## config.mk

```make
export PLATFORM = sky130hd
export DESIGN_NAME = dec24_strobe
export DESIGN_NICKNAME = d
export VERILOG_FILES = /design/src/rtl/dec24_strobe.sv
export SDC_FILE = /design/constraint.sdc
export NUM_CORES = 1
export LEC_CHECK = 0
export CAP_MARGIN = 20
export CORE_MARGIN = 1
export CORE_UTILIZATION = 56
export DETAILED_ROUTE_END_ITERATION = 8
export PLACE_DENSITY = 0.86
export SETUP_SLACK_MARGIN = 0.02
export SYNTH_ARGS = -nofsm -noshare
export SYNTH_HDL_FRONTEND = slang
export SYNTH_SLANG_ARGS = --single-unit
```

## constraint.sdc

```tcl
create_clock -name clk -period 3.1 [get_ports clk]
set_input_delay 0.31 -clock clk [delete_from_list [all_inputs] [get_ports clk]]
set_output_delay 0.31 -clock clk [all_outputs]
set_load 0.02 [all_outputs]
```

## src/rtl/dec24_strobe.sv

```systemverilog
// Qualified 2-to-4 decoder: a valid code must hold for STABLE_CYCLES samples
// before it produces one coin_pulse strobe and updates the held coin_level.
module dec24_strobe #(
    parameter int STABLE_CYCLES = 4
) (
    input  logic       clk,
    input  logic       rst_n,
    input  logic [1:0] code_in,
    input  logic       code_vld,
    output logic [3:0] coin_pulse,
    output logic [3:0] coin_level,
    output logic       busy,
    output logic [7:0] evt_cnt,
    output logic [7:0] glitch_cnt
);

    localparam logic [1:0] IDLE     = 2'd0;
    localparam logic [1:0] SETTLE   = 2'd1;
    localparam logic [1:0] FIRE     = 2'd2;
    localparam logic [1:0] WAIT_REL = 2'd3;

    localparam logic [8:0] TARGET = 9'(STABLE_CYCLES);

    logic [1:0] state;
    logic [1:0] cand;
    logic [7:0] cnt;

    logic [1:0] next_state;
    logic [1:0] next_cand;
    logic [7:0] next_cnt;
    logic       glitch_hit;

    function automatic logic [3:0] onehot(input logic [1:0] c);
        onehot = 4'b0001 << c;
    endfunction

    always_comb begin
        next_state = state;
        next_cand  = cand;
        next_cnt   = cnt;
        glitch_hit = 1'b0;
        case (state)
            IDLE: begin
                if (code_vld) begin
                    next_cand  = code_in;
                    next_cnt   = 8'd1;
                    next_state = (TARGET == 9'd1) ? FIRE : SETTLE;
                end
            end
            SETTLE: begin
                if (!code_vld) begin
                    next_state = IDLE;
                    next_cnt   = 8'd0;
                end else if (code_in != cand) begin
                    next_cand  = code_in;
                    next_cnt   = 8'd1;
                    glitch_hit = 1'b1;
                end else if (({1'b0, cnt} + 9'd1) == TARGET) begin
                    next_state = FIRE;
                end else begin
                    next_cnt = cnt + 8'd1;
                end
            end
            FIRE: begin
                next_state = WAIT_REL;
            end
            default: begin
                // WAIT_REL ignores code changes so a held press never re-fires
                if (!code_vld) begin
                    next_state = IDLE;
                    next_cnt   = 8'd0;
                end
            end
        endcase
    end

    // Strobe, level and event count all register on the edge that enters FIRE
    always_ff @(posedge clk or negedge rst_n) begin
        if (!rst_n) begin
            state      <= IDLE;
            cand       <= 2'b00;
            cnt        <= 8'd0;
            coin_pulse <= 4'b0000;
            coin_level <= 4'b0000;
            busy       <= 1'b0;
            evt_cnt    <= 8'd0;
            glitch_cnt <= 8'd0;
        end else begin
            state      <= next_state;
            cand       <= next_cand;
            cnt        <= next_cnt;
            busy       <= (next_state != IDLE);
            coin_pulse <= 4'b0000;
            if (next_state == FIRE) begin
                coin_pulse <= onehot(next_cand);
                coin_level <= onehot(next_cand);
                evt_cnt    <= evt_cnt + 8'd1;
            end
            if (glitch_hit && glitch_cnt != 8'hFF) begin
                glitch_cnt <= glitch_cnt + 8'd1;
            end
        end
    end

endmodule

```

==> impl_metrics.env <==
export IMPL_track_usage_pct=24.1
export IMPL_area_delta_synth_final_pct=22.1
export IMPL_die_h_um=58.5
export IMPL_crit_type="reg2reg"
export IMPL_start_util_pct=59.0
export IMPL_die_w_um=58.5
export IMPL_layout_min_cycle_time_ps=2500
export IMPL_seq_area_frac_synth_pct=51.8
export IMPL_seq_area_um2=926
export IMPL_ys_warn_count=0
export IMPL_max_clock_path_buffers=2
export IMPL_synth_top_family_by_area="simple AND/OR/NAND/NOR gates"
export IMPL_clock_sinks=37
export IMPL_syn_num_nets=164
export IMPL_period_share_pct=80.8
export IMPL_layout_drive_gt1_share_pct=11.5
export IMPL_worstPathRequired_ps=3340
export IMPL_final_cell_mix="dfrtp_1, clkdlybuf4s50_1, xor2_1"
export IMPL_cts_made_buffers=5
export IMPL_coreArea_mm2=0.00303
export IMPL_placedCellCount=228
export IMPL_grt_pass1_vias=1409
export IMPL_muxShareOfSynthArea_pct=4.20
export IMPL_final_hold_viol_count=0
export IMPL_dp_hpwl_um=2570
export IMPL_overflow=0
export IMPL_dieArea_mm2=0.00342
export IMPL_synthesis_area_mm2=0.00179
export IMPL_path_max_fanout=8
export IMPL_drt_pass1_iterations=5
export IMPL_grt_max_degree=38
export IMPL_synth_edf_count=0
export IMPL_tritoncts="yes"
export IMPL_cellLeakagePower_nw=1.01
export IMPL_port_buffer_count=29
export IMPL_finalPower_w=0.00108
export IMPL_cp_start_kind="register"
export IMPL_cts_hold_fix_buffers=0
export IMPL_final_cells=235
export IMPL_critPathCaptureType="register"
export IMPL_setup_tns_ps=0
export IMPL_setup_viol=0
export IMPL_clkTransAtPathRegs_ps=110
export IMPL_finClkSkew_ps=13.6
export IMPL_cts_root_buf="clkbuf_4"
export IMPL_peakVddDrop_mv=0.369
export IMPL_grt_pass1_wl_um=6010
export IMPL_avgSynthCellArea_um2=11.5
export IMPL_cap_violations=0
export IMPL_power_density_mw_per_mm2=497
export IMPL_cts_resized=0
export IMPL_startpoint="cnt[0]"
export IMPL_whs_ps=364
export IMPL_worstReg2RegStart="cnt[0]"
export IMPL_drv_slew=0
export IMPL_place_congestion=0.803
export IMPL_clkLatencyLatePin_ps=340
export IMPL_drc=0
export IMPL_synth_compound_area_share_pct=10.3
export IMPL_slew_headroom_pct=50.5
export IMPL_drt_iter0_drc=66
export IMPL_yosysUniqueCellTypes=39
export IMPL_vias=1371
export IMPL_ys_flop_type="dfrtp_1"
export IMPL_utilization_pct=72.1
export IMPL_max_clock_freq_ghz=0.399
export IMPL_vias_per_cell=5.83
export IMPL_synthXorXnorAreaFrac_pct=6.86
export IMPL_crit_chain="ha_1, or4b_4, nor4_2, nand2_1, mux2_2"
export IMPL_antenna_found_initial=0
export IMPL_status="completed"
export IMPL_postCtsSetupBuffers=0
export IMPL_wl_per_cell_um=15.4
export IMPL_synth_async_reset_ratio_pct=100
export IMPL_io_pins=30
export IMPL_slowest_delay_ps=530
export IMPL_synthSimpleGateAreaFrac_pct=22.5
export IMPL_htreeDepth=2
export IMPL_hold_class="in2async"
export IMPL_worst_ep_arrival_time_ps=2750
export IMPL_fill_cells=229
export IMPL_rsz0062_at_grt="false"
export IMPL_final_common_cell="dfrtp_1"
export IMPL_syn_inst=156
export IMPL_wl_um=3610
export IMPL_rows=20
export IMPL_worst_slew_pin_slew_ps=742
export IMPL_postRouteAntennaNets=0
export IMPL_ys_ff_latch=37
export IMPL_synth_adder_area_share_pct=2.10
export IMPL_diodes=0
export IMPL_cp_slowest_cell="nor4_2"
export IMPL_multi_input_area_um2=822
export IMPL_fin_nets=199
logic make-up after synthesis:
family | after synthesis
and+or+nand+nor | 59
buffers and inverters | 8
DFF | 37
muxes | 7
AOI/OAI and AO/OA | 28
adders and majority gates | 3
xor gates and xnor gates | 14
path summary, 6_finish.rpt:
check	endpoint	slack, ps	cells past startpoint
min	evt_cnt[2]	360	2
min in group clk	evt_cnt[7]	470	1
max	evt_cnt[1]	600	5
max reg2reg	evt_cnt[1]	600	5
min reg2reg	evt_cnt[7]	470	1
max in group asynchronous	glitch_cnt[3]	2400	2
per-layer routing:
metal	global-route usage, %	wire length [µm]	vias up
met5	0	0	-
met2	44.2	1920	33
met4	11.6	59	0
met3	7.03	183	5
li1	-	-	636
met1	25.1	1450	697
area by class of cell:
cell class	instances	area share (%)
clock buffers	7	2.52
repair buffers	31	14.0
inverters	5	0.860
multi-input cells	111	37.7
well taps	44	2.52
flip-flops and latches	37	42.4
Yosys cell counts (all sizes together), types with 2 or more instances:
master  instances  area share (%)
dfrtp          37              52
xor2           11             5.4
nand3           9             2.5
nor3            8             2.2
o21ai           8             2.2
nor2            7             1.5
nor4            7             6.0
nand2           6             1.3
a21o            5             2.1
inv             5             1.1
nor3b           5             2.1
a31oi           4             1.4
mux2            4             2.5
nand4           4             1.4
ha              3             2.1
mux2i           3             1.7
nor2b           3             1.1
o31ai           3             1.3
xnor2           3             1.5
a21oi           2            0.56
a22o            2            0.98
and3            2            0.77
buf             2            0.91
o21a            2            0.84
flip-flops by register name, summed over array words and instances (netlist names):
register / flops
state: 2
cnt: 8
coin_pulse: 4
cand: 2
coin_level: 4
busy: 1
glitch_cnt: 8
evt_cnt: 8
critical path: cells and delay by family (launching register included):
| kind | cells | cell delay [ps] |
|---|---|---|
| adder cells (fa/ha/maj) | 1 | 230 |
| flip-flops | 1 | 420 |
| AND/OR/NAND/NOR | 3 | 1390 |
| multiplexers | 1 | 360 |
metrics by stage:
step | cell area (µm²) | worst slack, ps
finish | 2180 | 596
global route | 2180 | 555
CTS | 2180 | 640
floorplan | 1790 | 1020
global placement | 2130 | 764
detailed placement | 2130 | 666
power by group:
part | switching [W] | internal [W]
Clock | 0.000150 | 0.000107
Sequential | 0.0000570 | 0.000525
Combinational | 0.000130 | 0.000115
No activity file was read; power rests on OpenSTA's default activity.
